===== src/rtl/noc_pkg.sv =====
// Shared definitions for the 3x3 mesh NoC: flit layout, mesh geometry and router
// port numbering. Used by the router, the packet injector and the ejector.
package noc_pkg;

    localparam int FLIT_W   = 34;
    localparam int HEAD_BIT = 33;
    localparam int TAIL_BIT = 32;

    localparam int SRC_HI = 31;
    localparam int SRC_LO = 28;
    localparam int DST_HI = 27;
    localparam int DST_LO = 24;
    localparam int LEN_HI = 23;
    localparam int LEN_LO = 16;

    localparam int MESH_X = 3;
    localparam int MESH_Y = 3;

    localparam int CORE      = 0;
    localparam int E         = 1;
    localparam int N         = 2;
    localparam int W         = 3;
    localparam int S         = 4;
    localparam int NUM_PORTS = 5;

    typedef logic [FLIT_W-1:0] flit_t;

    typedef enum logic [1:0] {
        INJ_IDLE = 2'd0,
        INJ_HEAD = 2'd1,
        INJ_BODY = 2'd2,
        INJ_DONE = 2'd3
    } inj_state_e;

    function automatic logic [1:0] node_x(input logic [3:0] id);
        return 2'(int'(id) % MESH_X);
    endfunction

    function automatic logic [1:0] node_y(input logic [3:0] id);
        return 2'(int'(id) / MESH_X);
    endfunction

    function automatic flit_t make_head(input logic [3:0] src,
                                        input logic [3:0] dst,
                                        input logic [7:0] len8,
                                        input logic       last);
        flit_t f;
        f                = '0;
        f[HEAD_BIT]      = 1'b1;
        f[TAIL_BIT]      = last;
        f[SRC_HI:SRC_LO] = src;
        f[DST_HI:DST_LO] = dst;
        f[LEN_HI:LEN_LO] = len8;
        return f;
    endfunction

    function automatic flit_t make_body(input logic last, input logic [31:0] data);
        return {1'b0, last, data};
    endfunction

endpackage


===== src/rtl/noc_sync_fifo.sv =====
// Generic show-ahead synchronous FIFO; o_data always presents the oldest entry.
// A push is accepted while full when a pop happens in the same cycle.
module noc_sync_fifo #(
    parameter int WIDTH = 32,
    parameter int DEPTH = 8
) (
    input  logic             clk,
    input  logic             rst,
    input  logic             i_push,
    input  logic [WIDTH-1:0] i_data,
    input  logic             i_pop,
    output logic [WIDTH-1:0] o_data,
    output logic             o_empty,
    output logic             o_full
);

    localparam int AW = $clog2(DEPTH);

    logic [WIDTH-1:0] r_mem [DEPTH];
    logic [AW:0]      r_wptr;
    logic [AW:0]      r_rptr;
    logic             w_do_push;
    logic             w_do_pop;

    // Pointers carry one wrap bit so full and empty are distinguishable.
    assign o_empty   = (r_wptr == r_rptr);
    assign o_full    = (r_wptr[AW] != r_rptr[AW]) && (r_wptr[AW-1:0] == r_rptr[AW-1:0]);
    assign o_data    = r_mem[r_rptr[AW-1:0]];
    assign w_do_pop  = i_pop & ~o_empty;
    assign w_do_push = i_push & (~o_full | w_do_pop);

    always_ff @(posedge clk) begin
        if (rst) begin
            r_wptr <= '0;
            r_rptr <= '0;
        end else begin
            if (w_do_push) r_wptr <= r_wptr + (AW+1)'(1);
            if (w_do_pop)  r_rptr <= r_rptr + (AW+1)'(1);
        end
    end

    always_ff @(posedge clk) begin
        if (w_do_push) r_mem[r_wptr[AW-1:0]] <= i_data;
    end

endmodule


===== src/rtl/noc_packet_injector.sv =====
// Core-side NoC transmitter: turns a (dst, len) command plus buffered payload words
// into a head/body/tail wormhole packet on a router Core port using req/ack.
module noc_packet_injector
    import noc_pkg::*;
#(
    parameter int ID         = 0,
    parameter int FIFO_DEPTH = 8,
    parameter int LEN_W      = 8
) (
    input  logic              clk,
    input  logic              rst,
    input  logic              cmd_valid,
    output logic              cmd_ready,
    input  logic [3:0]        cmd_dst,
    input  logic [LEN_W-1:0]  cmd_len,
    input  logic              wr_valid,
    output logic              wr_ready,
    input  logic [31:0]       wr_data,
    output logic [FLIT_W-1:0] out_flit,
    output logic              out_req,
    input  logic              in_ack,
    output logic              busy,
    output logic              pkt_done,
    output logic [15:0]       pkt_count
);

    localparam logic [3:0] SRC_ID = 4'(ID);
    localparam int         LEN8_W = (LEN_W < 8) ? LEN_W : 8;

    inj_state_e        r_state;
    inj_state_e        w_state_nxt;
    logic [FLIT_W-1:0] r_flit;
    logic              r_req;
    logic              r_pkt_done;
    logic [15:0]       r_pkt_count;
    logic [LEN_W-1:0]  r_remaining;

    logic [7:0]        w_len8;
    logic              w_xfer;
    logic              w_enter_done;
    logic              w_last_word;
    logic              w_load_head;
    logic              w_load_word;
    logic              w_drop_req;
    logic              w_push;
    logic              w_fifo_empty;
    logic              w_fifo_full;
    logic [31:0]       w_fifo_data;

    assign w_push = wr_valid & ~w_fifo_full;

    noc_sync_fifo #(
        .WIDTH (32),
        .DEPTH (FIFO_DEPTH)
    ) u_fifo (
        .clk     (clk),
        .rst     (rst),
        .i_push  (w_push),
        .i_data  (wr_data),
        .i_pop   (w_load_word),
        .o_data  (w_fifo_data),
        .o_empty (w_fifo_empty),
        .o_full  (w_fifo_full)
    );

    // r_remaining counts words not yet loaded into r_flit, so the word loaded
    // while it equals one is the tail.
    assign w_xfer       = r_req & in_ack;
    assign w_enter_done = w_xfer & r_flit[TAIL_BIT];
    assign w_last_word  = (r_remaining == LEN_W'(1));

    always_comb begin
        w_len8             = '0;
        w_len8[LEN8_W-1:0] = cmd_len[LEN8_W-1:0];
    end

    always_ff @(posedge clk) begin
        if (rst) r_state <= INJ_IDLE;
        else     r_state <= w_state_nxt;
    end

    always_comb begin
        w_state_nxt = r_state;
        case (r_state)
            INJ_IDLE: if (cmd_valid)    w_state_nxt = INJ_HEAD;
            INJ_HEAD: if (w_xfer)       w_state_nxt = r_flit[TAIL_BIT] ? INJ_DONE : INJ_BODY;
            INJ_BODY: if (w_enter_done) w_state_nxt = INJ_DONE;
            INJ_DONE:                   w_state_nxt = INJ_IDLE;
            default:                    w_state_nxt = INJ_IDLE;
        endcase
    end

    // A non-tail transfer reloads from the FIFO in the same cycle when a word is
    // waiting, which keeps back-to-back flits bubble-free.
    always_comb begin
        w_load_head = 1'b0;
        w_load_word = 1'b0;
        w_drop_req  = 1'b0;
        case (r_state)
            INJ_IDLE: w_load_head = cmd_valid;
            INJ_HEAD, INJ_BODY: begin
                if (w_xfer) begin
                    if (r_flit[TAIL_BIT] || w_fifo_empty) w_drop_req  = 1'b1;
                    else                                  w_load_word = 1'b1;
                end else if (!r_req && !w_fifo_empty) begin
                    w_load_word = 1'b1;
                end
            end
            default: ;
        endcase
    end

    always_ff @(posedge clk) begin
        if (rst) begin
            r_flit      <= '0;
            r_req       <= 1'b0;
            r_pkt_done  <= 1'b0;
            r_pkt_count <= '0;
        end else begin
            r_pkt_done <= w_enter_done;
            if (w_enter_done) r_pkt_count <= r_pkt_count + 16'd1;
            if (w_load_head) begin
                r_flit <= make_head(SRC_ID, cmd_dst, w_len8, cmd_len == '0);
                r_req  <= 1'b1;
            end else if (w_load_word) begin
                r_flit <= make_body(w_last_word, w_fifo_data);
                r_req  <= 1'b1;
            end else if (w_drop_req) begin
                r_req  <= 1'b0;
            end
        end
    end

    always_ff @(posedge clk) begin
        if (w_load_head)      r_remaining <= cmd_len;
        else if (w_load_word) r_remaining <= r_remaining - LEN_W'(1);
    end

    assign out_flit  = r_flit;
    assign out_req   = r_req;
    assign pkt_done  = r_pkt_done;
    assign pkt_count = r_pkt_count;
    assign cmd_ready = (r_state == INJ_IDLE);
    assign busy      = (r_state != INJ_IDLE);
    assign wr_ready  = ~w_fifo_full;

endmodule


===== config.mk =====
export PLATFORM = sky130hd
export DESIGN_NAME = noc_packet_injector
export DESIGN_NICKNAME = d
export VERILOG_FILES = /design/src/rtl/noc_pkg.sv /design/src/rtl/noc_sync_fifo.sv /design/src/rtl/noc_packet_injector.sv
export SDC_FILE = /design/constraint.sdc
export NUM_CORES = 1
export LEC_CHECK = 0
export CAP_MARGIN = 25
export CORE_MARGIN = 8
export CORE_UTILIZATION = 35
export DETAILED_ROUTE_END_ITERATION = 10
export PLACE_DENSITY = 0.64
export RECOVER_POWER = 25
export SKIP_LAST_GASP = 1
export SYNTH_ARGS = -nofsm -noshare
export SYNTH_HDL_FRONTEND = slang
export SYNTH_HIERARCHICAL = 1
export SYNTH_SLANG_ARGS = --single-unit

===== constraint.sdc =====
create_clock -name clk -period 9.3 [get_ports clk]
set_clock_uncertainty 0.15 [all_clocks]
set_input_delay 1.86 -clock clk [delete_from_list [all_inputs] [get_ports clk]]
set_output_delay 1.86 -clock clk [all_outputs]
set_load 0.01 [all_outputs]

==> flow_summary.ini, run 1 <==
[power_and_ir_drop]
ir_drop_v = 0.0001452
power_frac_seq_pct = 47.8
p_per_area_mw_per_mm2 = 231.0
switching_share_pct = 24.38
clkPwrFrac_pct = 38.2
p_leak_nw = 5.026
p_switching_w = 0.0008895
p_int_w = 0.002758
finalPower_w = 0.003648
combPwrFrac_pct = 14.0

[sta]
slew_headroom_pct = 34.71
finalHoldViolations = 0
worst_slew_pin_slew_ns = 0.9794
fin_crit_ns = 4.905
fin_crit_sh_pct = 52.74
setup_viol = 0
final.setup.tns_ns = 0
fmax_mhz = 203.9
slew_viol_final = 0
rsz0062_at_grt = no

[detailed_routing]
drt_iter0_markers = 340
dr.pass1.iters = 4
viasPerCell = 4.996
wirelength_mm = 26.84
via_count = 6859
drc = 0
post_drt_wl_per_cell_um = 19.55
ant_nets = 0

[global_route]
antenna_found_initial = 3
grt_pass1_wl_mm = 42.24
grt_pass1_vias = 7224
grt_max_degree = 65
overflow = 0
grt_usage_pct = 12.20

[floorplan]
die_h_um = 208.7
die_w_um = 208.7
start_util_pct = 35.50
dieArea_mm2 = 0.04355
core_area_mm2 = 0.03661
io_pins = 104
rows = 70

[setup_path]
crit_required_ns = 9.31
cpPeakStageDelay_ns = 0.71
r2r_slack_ns = 5.40
reg2reg_depth = 9
r2r-start = u_fifo/r_wptr[2]
crit_path_end_kind = register
critPathLaunchType = input pin
cp_cell_sequence = clkdlybuf4s50_1 > nor2b_1 > o21ai_4 > inv_2 > o211ai_1 > nor3_2 > buf_4
cp_max_fo = 37
critical-path-slowest-cell = nor3_2
path_class = in -> reg
reg2reg_to = u_fifo/r_mem[4][26]
worst_ep_arrival_time_ns = 4.92

[clocking]
clock_latency_ns = 0.51
cts_resized = 0
clk_pin_slew_worst_paths_ns = 0.06
cts-buffers-inserted = 36
hold_buffers = 0
cts.sinks = 329
htree_levels = 2
postCtsSetupBuffers = 0
cts_tree = built
cts.path.max_buffers = 3
cts-root-buf = clkbuf_16

[yosys]
synth_edf_count = 264
synth_area_leaders = edfxtp_1 (61%), mux4_2 (11%), dfxtp_1 (10%)
synthArstFlopShare_pct = 0
netlist.area_leader.share_pct = 61.01
syn_area_mm2 = 0.01299
synth_seq_cells = 329
synth_seq_area_share_pct = 71.02
synth_top_cell_by_area = edfxtp_1
syn-num-nets = 819
synthCells = 761
ys.flop_type = edfxtp_1
synth_cell_type_count = 51
avgSynthCellArea_um2 = 17.08
yosys_warnings = 6

[min_path]
min_path_cells = 2
hp-start = out_flit[30]
worst_hold_path.endpoint = out_flit[30]
hold_class = reg -> reg

[finish]
nets = 936
final_cell_mix = edfxtp_1 (264), clkdlybuf4s50_1 (81), nand2_1 (79)
fillers = 3247
register_area_mm2 = 0.009235
syn_to_final_growth_pct = 21.51
drive_gt1_share_pct = 21.99
insertedDiodeCount = 0
multi_input_area_mm2 = 0.003548
final_common_cell = edfxtp_1

[place]
dp_hpwl_mm = 16.37
port_buffers = 103
gp_congestion = 0.7458

[flow_run]
maxCapViolCount = 0

[run_status]
outcome = completed
==> flip-flops by register name, indices dropped and copies added, names as in the netlist, named ones only <==
name,flops
u_fifo/r_rptr,4
out_flit,34
pkt_count,16
r_state,2
pkt_done,1
out_req,1
r_remaining,8
u_fifo/r_mem,256
u_fifo/r_wptr,4
==> area by class of cell <==
class | instances | share of cell area [%]
repair buffers | 118 | 7.496
multi-input cells | 379 | 22.47
clock inverters | 16 | 0.9826
flip-flops and latches | 329 | 58.49
clock buffers | 49 | 6.521
inverters | 14 | 0.3328
well taps | 468 | 3.708
==> synthesized netlist by cell type (10+ instances only) <==
master and number:
a21oi_1 39, a311oi_1 13, buf_2 12, clkbuf_1 15
dfxtp_1 65, edfxtp_1 264, inv_1 12, mux2_2 34
mux4_2 64, nand2_1 79, nor2_1 38, nor3_1 10
xnor2_1 13
==> worst max path at each step <==
stage | startpoint | end | slack [ns] | cells past startpoint
2_1_floorplan | in_ack | u_fifo/r_mem[0][0] | 2.95 | 6
3_3_place_gp | in_ack | u_fifo/r_mem[4][1] | 3.93 | 7
3_5_place_dp | in_ack | u_fifo/r_mem[4][1] | 3.81 | 7
4_1_cts | in_ack | u_fifo/r_mem[4][5] | 4.34 | 7
5_1_grt | in_ack | u_fifo/r_mem[4][5] | 4.15 | 7
6_report | in_ack | u_fifo/r_mem[4][26] | 4.39 | 7
==> per-layer routing <==
| metal | wire length (µm) | vias to the layer above | GRT usage (%) |
|---|---|---|---|
| met5 | 0 | - | 0 |
| met4 | 444 | 0 | 2.940 |
| met3 | 1579 | 40 | 2.933 |
| met2 | 12780 | 172 | 20.10 |
| met1 | 12030 | 3464 | 16.14 |
| li1 | - | 3183 | - |
==> metrics by stage <==
stage	area [µm²]	worst slack, ns	instances	util (%)	hold slack (ns)
3_3_place_gp	14540	3.928	1305	39.71	0.2920
2_1_floorplan	13000	2.955	761	-	0.3305
5_1_grt	15790	4.147	1373	43.13	0.3290
4_1_cts	15770	4.339	1372	43.08	0.3068
6_report	15790	4.395	1373	43.13	0.3051
3_5_place_dp	14590	3.814	1307	39.84	0.2992
==> kinds of logic (layout without fill, tap and decap cells) <==
kind of cell	Yosys count	after routing	share of synthesized area [%]
AO/OA/AOI/OAI	73	73	3.611
XOR/XNOR	21	21	1.415
adder cells (fa/ha/maj)	9	9	0.8666
buffers and inverters	53	197	2.109
flip-flops	329	329	71.02
multiplexers	103	103	14.48
AND/OR/NAND/NOR	173	173	6.499
==> power by group through the flow <==
stage	registers, W	clock network (W)	logic, W
after global routing	0.00175	0.00149	0.000566
after CTS	0.00175	0.00143	0.000520
after global placement	0.00177	0	0.000510
final	0.00174	0.00139	0.000510
after floorplan	0.00177	0	0.000313
after detailed placement	0.00178	0	0.000518
==> critical path: cells and delay by family <==
family          cells  cell delay (ns)
simple gates        2             0.96
compound gates      2             0.47
buf+inv             3             1.61
Note: power is estimated with default switching activity, not from simulation.
==> inputs of run 2 (changes only) <==
Clock period 9.3 ns to 4.8 ns, I/O delays scaled along.
==> run 2 against run 1 <==
Effect of this change: non-clock buffer count up 3; critical path depth down 2; die area unchanged; utilization down 0.089 points; largest cell class unchanged; combinational power up 92%; sequential cell count unchanged; via count up 0.71%; design area down 0.21%; first-iteration DRC count up 9.7%.
==> flow_summary.ini, run 2 (synthesized netlist as in run 1, its figures left out) <==
[run_status]
outcome = completed

[clocking]
clock_latency_ns = 0.53
cts-buffers-inserted = 36
hold_buffers = 0
cts.path.max_buffers = 3
cts.sinks = 329
clk_pin_slew_worst_paths_ns = 0.06
htree_levels = 2
cts-root-buf = clkbuf_16
cts_resized = 0
postCtsSetupBuffers = 0
cts_tree = built

[detailed_routing]
routed-wl-met2_mm = 12.29
wl_met3_mm = 1.510
dr.pass1.iters = 4
drt_iter0_markers = 373
wl_met1_mm = 12.55
ant_nets = 0
wirelength_mm = 26.81
via_count = 6908
drc = 0
viasPerCell = 5.020
top_layer_used = met5
post_drt_wl_per_cell_um = 19.49

[finish]
nets = 939
largest_reg_flops = 256
insertedDiodeCount = 0
fillers = 3253
final_cell_mix = edfxtp_1 (264), clkdlybuf4s50_1 (81), nand2_1 (79)
drive_gt1_share_pct = 21.04
syn_to_final_growth_pct = 21.26
final_area_mm2 = 0.01576
post-route-util_pct = 43.04
final_common_cell = edfxtp_1

[place]
post-place-ws_ns = 1.007
dp_hpwl_mm = 16.57
port_buffers = 103
dpl-instance-area_mm2 = 0.01462
gp_congestion = 0.7528

[global_route]
grt_usage_pct = 12.19
grt_pass1_vias = 7212
grt_max_degree = 55
overflow = 0
antenna_found_initial = 3
grt_pass1_wl_mm = 42.32

[floorplan]
start_util_pct = 35.50
rows = 70
core_area_mm2 = 0.03661
die_h_um = 208.7
io_pins = 104
die_w_um = 208.7
dieArea_mm2 = 0.04355

[setup_path]
crit_path_end_kind = output port
worst_ep_arrival_time_ns = 2.32
cp_max_fo = 10
path_depth = 5
reg2reg_depth = 9
r2r_slack_ns = 1.61
critPathBufInv = 3
crit_required_ns = 3.69
cpPeakStageDelay_ns = 0.61
cp_cell_sequence = xnor2_1 > nand4_1 > inv_2 > inv_1 > clkdlybuf4s50_1
critical-path-slowest-cell = dfxtp_1
critPathLaunchType = register
path_class = reg -> out
crit_family = buffers and inverters

[power_and_ir_drop]
p_per_area_mw_per_mm2 = 445.9
ir_drop_v = 0.0002778
finalPower_w = 0.007026
p_leak_nw = 5.004

[sta]
final.setup.tns_ns = 0
setup_viol = 0
fin_crit_sh_pct = 71.55
slew_viol_final = 0
finalHoldViolations = 0
slew_headroom_pct = 35.63
fin_crit_ns = 3.434
worst_slew_pin_slew_ns = 0.9656
rsz0062_at_grt = no
setup_ws_ns = 1.366
fmax_mhz = 291.2

[min_path]
min_path_cells = 2
hold_class = reg -> reg

[flow_run]
maxCapViolCount = 0
[run 2: cell types whose count changed in the layout (fill, tap and decap cells not counted), moves of 2 or more]
cell      previous run  this run
clkinv_1             2        10
buf_4               12        16
clkbuf_8             8         0
clkinv_2             6         2
clkbuf_1             5         7
[run 2: worst paths after layout]
path | startpoint | to
worst min-delay path | out_flit[33] | out_flit[33]
worst max register to register | u_fifo/r_wptr[0] | u_fifo/r_mem[7][14]
worst min register to register | out_flit[33] | out_flit[33]
worst max-delay path | u_fifo/r_wptr[0] | wr_ready
[run 2: worst min-delay path: cells and delay by family, from the launching register on]
kind / cells / cell delay (ns)
AOI/OAI and AO/OA: 1 / 0.05
DFF: 1 / 0.31
and+or+nand+nor: 1 / 0.05
[run 2: layout make-up]
class | instances | area, µm² | area share [%]
clock buffers | 43 | 927.1 | 5.884
flip-flops and latches | 329 | 9234 | 58.60
multi-input cells | 379 | 3557 | 22.57
clock inverters | 22 | 215.2 | 1.366
well taps | 468 | 585.6 | 3.716
repair buffers | 121 | 1186 | 7.527
inverters | 14 | 52.55 | 0.3335
[run 2: power by group]
group	internal (W)	switching [W]	leakage [nW]
sequential	0.00327	0.000127	2.93
combinational	0.000457	0.000521	1.52
clock	0.00156	0.00109	0.548
total	0.00528	0.00174	5.00
[run 2: routing by layer]
metal | track usage (%) | vias up
li1 | - | 3186
met1 | 16.69 | 3503
met2 | 19.40 | 173
met3 | 2.709 | 42
met4 | 3.305 | 4
met5 | 0 | -
[run 2: through the flow]
stage	hold WS, ns	std cells
finish	0.3047	1376
global route	0.3239	1376
CTS	0.3083	1376
detailed placement	0.2995	1311
global placement	0.2958	1311
floorplan	0.3305	761
==> inputs of run 3 (changes only) <==
Clock period 4.8 ns to 3.49 ns, I/O delays scaled along.
==> run 3 against run 2 <==
Effect of this change: total power is 39% higher; critical path depth stayed put; clock power is 41% higher; design area is 0.83% higher; first-iteration DRC count is 23% higher; clock-buffer cell count is 1 higher; combinational power is 43% higher; sequential cell count stayed put; wire length is 2.2% higher; global-route usage is 0.21 points higher; cell count is 0.44% higher; register-to-register slack worse by 1.0 ns.
==> flow_summary.ini, run 3 (synthesized netlist as in run 1, its figures left out) <==
[floorplan]
dieArea_mm2 = 0.04355
core_area_mm2 = 0.03661
die_w_um = 208.7
io_pins = 104
start_util_pct = 35.50
die_h_um = 208.7
rows = 70

[clocking]
cts_resized = 0
cts-buffers-inserted = 35
clk_pin_slew_worst_paths_ns = 0.06
htree_levels = 2
cts.sinks = 329
postCtsSetupBuffers = 0
cts.path.max_buffers = 3
clock_latency_ns = 0.50
hold_buffers = 0
cts_tree = built
cts-root-buf = clkbuf_16

[global_route]
grt_usage_pct = 12.40
grt_max_degree = 36
overflow = 0
grt_pass1_wl_mm = 42.92
grt_pass1_vias = 7331
antenna_found_initial = 0

[detailed_routing]
ant_nets = 0
wirelength_mm = 27.40
drt_iter0_markers = 459
drc = 0
viasPerCell = 5.054
post_drt_wl_per_cell_um = 19.83
dr.pass1.iters = 4
via_count = 6985

[place]
dp_hpwl_mm = 17.70
gp_congestion = 0.7524
port_buffers = 103
post-place-ws_ns = 0.4098

[finish]
syn_to_final_growth_pct = 22.27
largest_reg_flops = 256
final_common_cell = edfxtp_1
drive_gt1_share_pct = 22.12
nets = 948
final_cell_mix = edfxtp_1 (264), clkdlybuf4s50_1 (80), nand2_1 (79)

[sta]
worst_slew_pin_slew_ns = 0.7967
rsz0062_at_grt = no
finalHoldViolations = 0
slew_headroom_pct = 46.32
final.setup.tns_ns = 0
fmax_mhz = 318.9
fin_crit_ns = 3.136
fin_crit_sh_pct = 89.85
setup_viol = 0
slew_viol_final = 0
setup_ws_ns = 0.3541
holdWs_ns = 0.3086

[power_and_ir_drop]
p_per_area_mw_per_mm2 = 615.8
ir_drop_v = 0.0003518
p_leak_nw = 5.080
finalPower_w = 0.009785

[flow_run]
maxCapViolCount = 0

[setup_path]
cp_max_fo = 9
cp_cell_sequence = xnor2_1 > nand4_1 > inv_2 > inv_1 > clkdlybuf4s50_1
worst_ep_arrival_time_ns = 2.29
cpPeakStageDelay_ns = 0.60
critPathLaunchType = register
path_class = reg -> out
crit_required_ns = 2.64
crit_path_end_kind = output port
crit_family = buffers and inverters
critical-path-slowest-cell = dfxtp_1
critPathBufInv = 3

[min_path]
hold_class = reg -> reg

[run_status]
outcome = completed
==> run 3: cell count changes in the layout (fill, tap and decap cells not counted), moves of 2 or more <==
cell       before  now
buf_4          16   23
clkinv_1       10    4
buf_12          2    5
bufinv_16       3    5
clkinv_2        2    4
==> run 3: worst register-to-register path: stages (launching register included) <==
cell     delay, ns
dfxtp_1       0.60
xnor2_1       0.18
nand4_1       0.18
inv_2         0.10
nor2b_1       0.33
o21ai_0       0.38
nor3_2        0.29
buf_4         0.32
==> run 3: metal layers <==
| metal | GRT usage (%) | part of all wire, % | vias to the layer above |
|---|---|---|---|
| met3 | 2.694 | 5.3 | 35 |
| li1 | - | - | 3201 |
| met2 | 20.06 | 47 | 195 |
| met5 | 0 | 0 | - |
| met1 | 16.98 | 46 | 3554 |
| met4 | 2.770 | 1.5 | 0 |
==> run 3: report_power, final <==
part           total, W  internal [W]  leakage (nW)  switching (W)
registers       0.00466       0.00450          2.93       0.000160
clock network   0.00373       0.00228         0.563        0.00144
logic           0.00140      0.000654          1.59       0.000749
==> run 3: metrics by stage <==
step / area, µm² / util [%] / std cells
floorplan: 13000 / - / 761
global placement: 14730 / 40.23 / 1321
detailed placement: 14730 / 40.23 / 1321
CTS: 15890 / 43.39 / 1381
global route: 15890 / 43.39 / 1381
finish: 15890 / 43.40 / 1382
==> run 3: cell type report <==
class / instances / area [µm²]
diodes: 1 / 2.502
clock buffers: 44 / 940.9
inverters: 14 / 52.55
well taps: 468 / 585.6
repair buffers: 131 / 1299
flip-flops and latches: 329 / 9234
fillers: 3264 / 20720
clock inverters: 16 / 217.7
multi-input cells: 379 / 3557
==> run 3: worst paths after layout <==
path	cells after the start	slack [ns]	endpoint	startpoint
setup / recovery	5	0.35	wr_ready	u_fifo/r_wptr[2]
hold / removal	2	0.31	out_flit[29]	out_flit[29]
setup reg to reg	7	0.61	u_fifo/r_mem[1][8]	u_fifo/r_wptr[2]
hold reg to reg	2	0.31	out_flit[29]	out_flit[29]
